`config.mk`:
```
export PLATFORM = sky130hd
export DESIGN_NAME = mem_port_arbiter
export DESIGN_NICKNAME = d
export VERILOG_FILES = /design/src/rtl/mem_port_arbiter.sv
export SDC_FILE = /design/constraint.sdc
export NUM_CORES = 1
export LEC_CHECK = 0
export CELL_PAD_IN_SITES_DETAIL_PLACEMENT = 1
export CELL_PAD_IN_SITES_GLOBAL_PLACEMENT = 1
export CORE_ASPECT_RATIO = 1.5
export CORE_MARGIN = 2
export CORE_UTILIZATION = 33
export CTS_BUF_LIST = sky130_fd_sc_hd__clkbuf_8 sky130_fd_sc_hd__clkbuf_16
export DETAILED_ROUTE_END_ITERATION = 10
export PLACE_DENSITY = 0.9
export SLEW_MARGIN = 20
export SYNTH_ARGS = -nofsm -noshare
export SYNTH_HDL_FRONTEND = slang
export SYNTH_SLANG_ARGS = --single-unit
```
`constraint.sdc`:
```
create_clock -name clk -period 2.8 [get_ports clk]
set_input_delay 0.56 -clock clk [delete_from_list [all_inputs] [get_ports clk]]
set_output_delay 0.56 -clock clk [all_outputs]
set_load 0.02 [all_outputs]
```
`src/rtl/mem_port_arbiter.sv`:
```
// mem_port_arbiter: two-master arbiter and sequencer for the unified memory port.
// Define ARB_FIXED_PRIO_EN to give requester 0 fixed priority instead of round-robin.
module mem_port_arbiter #(
    parameter int LAT = 2,
    parameter int AW  = 32,
    parameter int DW  = 32
) (
    input  logic          clk,
    input  logic          reset,
    input  logic          m0_req,
    input  logic          m0_we,
    input  logic [AW-1:0] m0_adr,
    input  logic [DW-1:0] m0_wd,
    output logic          m0_gnt,
    output logic          m0_rvalid,
    output logic [DW-1:0] m0_rdata,
    input  logic          m1_req,
    input  logic          m1_we,
    input  logic [AW-1:0] m1_adr,
    input  logic [DW-1:0] m1_wd,
    output logic          m1_gnt,
    output logic          m1_rvalid,
    output logic [DW-1:0] m1_rdata,
    output logic [AW-1:0] mem_adr,
    output logic [DW-1:0] mem_wd,
    output logic          mem_we,
    output logic          mem_re,
    input  logic [DW-1:0] mem_rd
);

    if (LAT < 1 || LAT > 15) begin : g_lat_chk
        $error("mem_port_arbiter: LAT=%0d outside 1..15", LAT);
    end

    localparam logic [3:0] LAT_C = 4'(LAT);

    typedef enum logic [1:0] {
        ARB   = 2'd0,
        ISSUE = 2'd1,
        WAIT  = 2'd2,
        RESP  = 2'd3
    } state_e;

    state_e        state_q, state_d;
    logic          win_q, win_d;
    logic          we_q, we_d;
    logic [AW-1:0] adr_q, adr_d;
    logic [DW-1:0] wd_q, wd_d;
    logic [3:0]    cnt_q, cnt_d;
    logic [DW-1:0] rdata0_q, rdata0_d;
    logic [DW-1:0] rdata1_q, rdata1_d;
    logic          pick1;

`ifdef ARB_FIXED_PRIO_EN
    always_comb begin
        pick1 = m1_req && !m0_req;
    end
`else
    logic last_q, last_d;

    // On a tie the requester not granted last time wins.
    always_comb begin
        pick1 = m1_req && (!m0_req || !last_q);
    end
`endif

    always_comb begin
        state_d  = state_q;
        win_d    = win_q;
        we_d     = we_q;
        adr_d    = adr_q;
        wd_d     = wd_q;
        cnt_d    = cnt_q;
        rdata0_d = rdata0_q;
        rdata1_d = rdata1_q;
`ifndef ARB_FIXED_PRIO_EN
        last_d   = last_q;
`endif
        unique case (state_q)
            ARB, RESP: begin
                if (m0_req || m1_req) begin
                    state_d = ISSUE;
                    win_d   = pick1;
                    we_d    = pick1 ? m1_we  : m0_we;
                    adr_d   = pick1 ? m1_adr : m0_adr;
                    wd_d    = pick1 ? m1_wd  : m0_wd;
`ifndef ARB_FIXED_PRIO_EN
                    last_d  = pick1;
`endif
                end else begin
                    state_d = ARB;
                end
            end
            ISSUE: begin
                if (we_q) begin
                    state_d = RESP;
                    if (win_q) begin
                        rdata1_d = '0;
                    end else begin
                        rdata0_d = '0;
                    end
                end else begin
                    state_d = WAIT;
                    cnt_d   = 4'd1;
                end
            end
            WAIT: begin
                cnt_d = cnt_q + 4'd1;
                if (cnt_q == LAT_C) begin
                    state_d = RESP;
                    cnt_d   = 4'd0;
                    if (win_q) begin
                        rdata1_d = mem_rd;
                    end else begin
                        rdata0_d = mem_rd;
                    end
                end
            end
        endcase
    end

    always_ff @(posedge clk) begin
        if (reset) begin
            state_q  <= ARB;
            win_q    <= 1'b0;
            we_q     <= 1'b0;
            adr_q    <= '0;
            wd_q     <= '0;
            cnt_q    <= 4'd0;
            rdata0_q <= '0;
            rdata1_q <= '0;
        end else begin
            state_q  <= state_d;
            win_q    <= win_d;
            we_q     <= we_d;
            adr_q    <= adr_d;
            wd_q     <= wd_d;
            cnt_q    <= cnt_d;
            rdata0_q <= rdata0_d;
            rdata1_q <= rdata1_d;
        end
    end

`ifndef ARB_FIXED_PRIO_EN
    always_ff @(posedge clk) begin
        if (reset) begin
            last_q <= 1'b1;
        end else begin
            last_q <= last_d;
        end
    end
`endif

    // Strobes and grant live only in ISSUE; the port idles at zero otherwise.
    assign m0_gnt    = (state_q == ISSUE) && !win_q;
    assign m1_gnt    = (state_q == ISSUE) && win_q;
    assign mem_re    = (state_q == ISSUE) && !we_q;
    assign mem_we    = (state_q == ISSUE) && we_q;
    assign mem_adr   = (state_q == ISSUE) ? adr_q : '0;
    assign mem_wd    = (state_q == ISSUE) ? wd_q : '0;
    assign m0_rvalid = (state_q == RESP) && !win_q;
    assign m1_rvalid = (state_q == RESP) && win_q;
    assign m0_rdata  = rdata0_q;
    assign m1_rdata  = rdata1_q;

endmodule

```
==> flow_summary.toml <==
[outcome]
status = "finished clean"

[floorplan]
row_count = 63
initial_utilization_pct = 33.5
ios = 300
die_h_um = 177
coreArea_um2 = 19700
die_w_um = 119
dieArea_um2 = 21100

[synthesis]
synth-seq-area-share_pct = 41.6
syn_area_um2 = 6590
ys_ff_latch = 137
synth_top_cell_by_area = "dfxtp_1"
syn-num-nets = 844
syn_inst = 672
synth_fa_ha_area_share_pct = 1.14
synth.mux.area_fraction_pct = 19.6
synth_top_family_by_area = "simple AND/OR/NAND/NOR gates"
ys_warn_count = 0
synth-simple-area-share_pct = 21.9
synth-xor-area-share_pct = 0
synth_compound_area_share_pct = 10.2
synth_top_cells_by_area = "dfxtp_1 42%, mux2i_1 20%, a211oi_1 7.5%, and2_1 6.3%, nand2b_1 6.2%"
yosysUniqueCellTypes = 39
syn_area_per_cell_um2 = 9.81
synth_top_area_share_pct = 41.6

[cells_and_area]
fillers = 2173
multiInputGateArea_um2 = 3500
fin_area_um2 = 10400
fin_nets = 1116
seq_area_um2 = 2740
final_cells = 1217
diodes = 0
mostFrequentLayoutCell = "clkdlybuf4s50_1"
syn2layout_area_growth_pct = 57.4
drive_gt1_share_pct = 5.75
finish.utilization_pct = 52.6
final_cell_mix = "295 x clkdlybuf4s50_1, 137 x dfxtp_1, 129 x mux2i_1"

[placement]
postPlaceCellArea_um2 = 9790
dp.cells = 1185
portBuffers = 299
gp_congestion = 0.742
dp_hpwl_um = 16100

[min_path]
holdPathEnd = "m1_rdata[31]$_SDFFE_PP0P_"
hold_depth = 2
hold_class = "reg2reg"
min_from = "m1_rdata[31]$_SDFFE_PP0P_"

[clock_network]
clkTransAtPathRegs_ps = 60
cts_made_buffers = 17
clk_latency_ps = 420
clockRootBuffer = "clkbuf_16"
cts.sinks = 137
htree_levels = 4
cts_hold_buffers = 0
cts_tree = "done"
clockBufferDepth = 2

[worst_setup_path]
r2r_setup_slack_ps = 710
max_stage_delay_ps = 650
worstPathArrival_ps = 2110
ff2ff_path_depth = 6
reg2reg_from = "state_q[0]$_SDFFE_PP0P_"
cp_max_fo = 51
r2r-end = "m1_rdata[12]$_SDFFE_PP0P_"
required_ps = 2240
critPathCaptureType = "output pin"
crit_type = "reg2out"
cp.buffers_inverters = 3
worstPathCellList = "inv_1 -> ha_2 -> buf_12 -> and2_1 -> clkdlybuf4s50_1"
critical_path.top_delay_family = "buffers and inverters"
crit_slowest_cell = "clkdlybuf4s50_1"
cp-start-kind = "flop"

[timing]
fmax_mhz = 375
rsz0062_at_grt = "no"
fin_setup_tns_ps = 0
worst_slew_pin_slew_ps = 584
setup_violations = 0
finClkSkew_ps = 8.52
hold_viol_final = 0
finalCritPeriodShare_pct = 95.2
fin_crit_ps = 2670
slew_violations = 0
timing.slew.headroom_pct = 61.0

[routing]
final_antenna_net_count = 0
vias = 5954
wl_per_cell_um = 17.8
dr.first_iter.drc_count = 208
vias_per_cell = 4.89
drt_wl_total_um = 21700
drt_first_pass_iters = 4
drc = 0

[grt]
grt_max_degree = 72
antenna_found_initial = 0
grt_pass1_vias = 6543
grt_overflow = 0
grt_pass1_wl_um = 34100
grtUsageTotal_pct = 20.5

[pwr]
p_leak_nw = 4.16
power.density_nw_per_um2 = 818
power_mw = 8.49
peakVddDrop_mv = 0.464

[flow_run]
drv_cap = 0
[layout make-up]
type,instances,share of cell area (%)
repair buffers,313,30.9
well taps,260,3.14
clock buffers,17,4.10
multi-input cells,469,33.8
inverters,6,0.217
flip-flops and latches,137,26.4
clock inverters,15,1.47
[cells by family after synthesis]
family,after synthesis
multiplexers,129
AND/OR/NAND/NOR,250
adder cells (fa/ha/maj),6
AO/OA/AOI/OAI,84
buffers and inverters,66
flip-flops,137
[power by group]
part / internal [mW] / total [mW] / switching (mW)
sequential: 2.48 / 2.76 / 0.287
clock: 1.31 / 2.21 / 0.896
combinational: 1.62 / 3.52 / 1.90
total: 5.40 / 8.49 / 3.08
[how the worst max path moves through the flow]
| stage | start | to | slack (ps) | depth (start not counted) |
|---|---|---|---|---|
| after floorplan | state_q[1]$_SDFFE_PP0P_ | mem_adr[13] | 920 | 5 |
| after global placement | state_q[1]$_SDFFE_PP0P_ | m0_gnt | 530 | 6 |
| after detailed placement | m0_req | wd_q[3]$_SDFFE_PP0P_ | 470 | 5 |
| after CTS | state_q[1]$_SDFFE_PP0P_ | mem_re | 30 | 6 |
| after global routing | state_q[1]$_SDFFE_PP0P_ | mem_wd[13] | 10 | 5 |
| final | state_q[1]$_SDFFE_PP0P_ | mem_wd[13] | 130 | 5 |
[through the flow]
stage          hold slack, ps  setup slack (ps)
6_report                  476               135
3_3_place_gp              460               533
5_1_grt                   496              11.2
3_5_place_dp              472               465
2_1_floorplan             473               923
4_1_cts                   481              33.8
[per-layer routing]
layer  share of wire, %  track usage, %  vias up
met5                  0               0        -
met4                2.6            7.75        0
met3                5.4            4.86       34
met2                 55            39.3      208
met1                 37            21.3     2840
li1                   -               -     2872
[what timing repair did]
| action | CTS | global route |
|---|---|---|
| buffers inserted | 0 | 0 |
| setup endpoints to repair | 0 | 3 |
| gates resized for setup | 0 | 3 |
[flip-flops by register name (all words and copies together) (netlist names)]
name / flops
adr_q: 32
cnt_q: 4
m0_rdata: 32
state_q: 2
win_q: 1
last_q: 1
m1_rdata: 32
wd_q: 32
we_q: 1
[synthesized netlist by cell type]
| library cell | number |
|---|---|
| a2111oi_2 | 1 |
| a211oi_1 | 66 |
| a211oi_2 | 1 |
| a21boi_0 | 1 |
| a21boi_2 | 1 |
| a21o_1 | 1 |
| a21oi_1 | 4 |
| a2bb2oi_1 | 1 |
| a311oi_1 | 1 |
| a31o_1 | 1 |
| a31oi_1 | 2 |
| and2_1 | 66 |
| and2b_1 | 1 |
| and4b_1 | 1 |
| and4bb_2 | 1 |
| buf_2 | 11 |
| buf_4 | 2 |
| buf_6 | 7 |
| buf_8 | 4 |
| clkbuf_1 | 35 |
| clkbuf_2 | 1 |
| dfxtp_1 | 137 |
| ha_1 | 6 |
| inv_1 | 6 |
| mux2i_1 | 129 |
| nand2_1 | 2 |
| nand2b_1 | 65 |
| nand3_1 | 2 |
| nand3b_1 | 32 |
| nand4_1 | 2 |
| nand4b_1 | 1 |
| nor2_1 | 70 |
| nor2b_1 | 3 |
| nor4b_1 | 2 |
| o21a_1 | 1 |
| o21ai_0 | 1 |
| o221ai_4 | 2 |
| or2_2 | 1 |
| or3b_1 | 1 |
[worst register-to-register path, cell delays in order (launching register included)]
cell	delay (ps)
dfxtp_1	400
inv_1	100
ha_2	360
and4bb_2	370
o221ai_4	220
buf_12	290
mux2i_1	270
(Power assumes the default switching activity.)
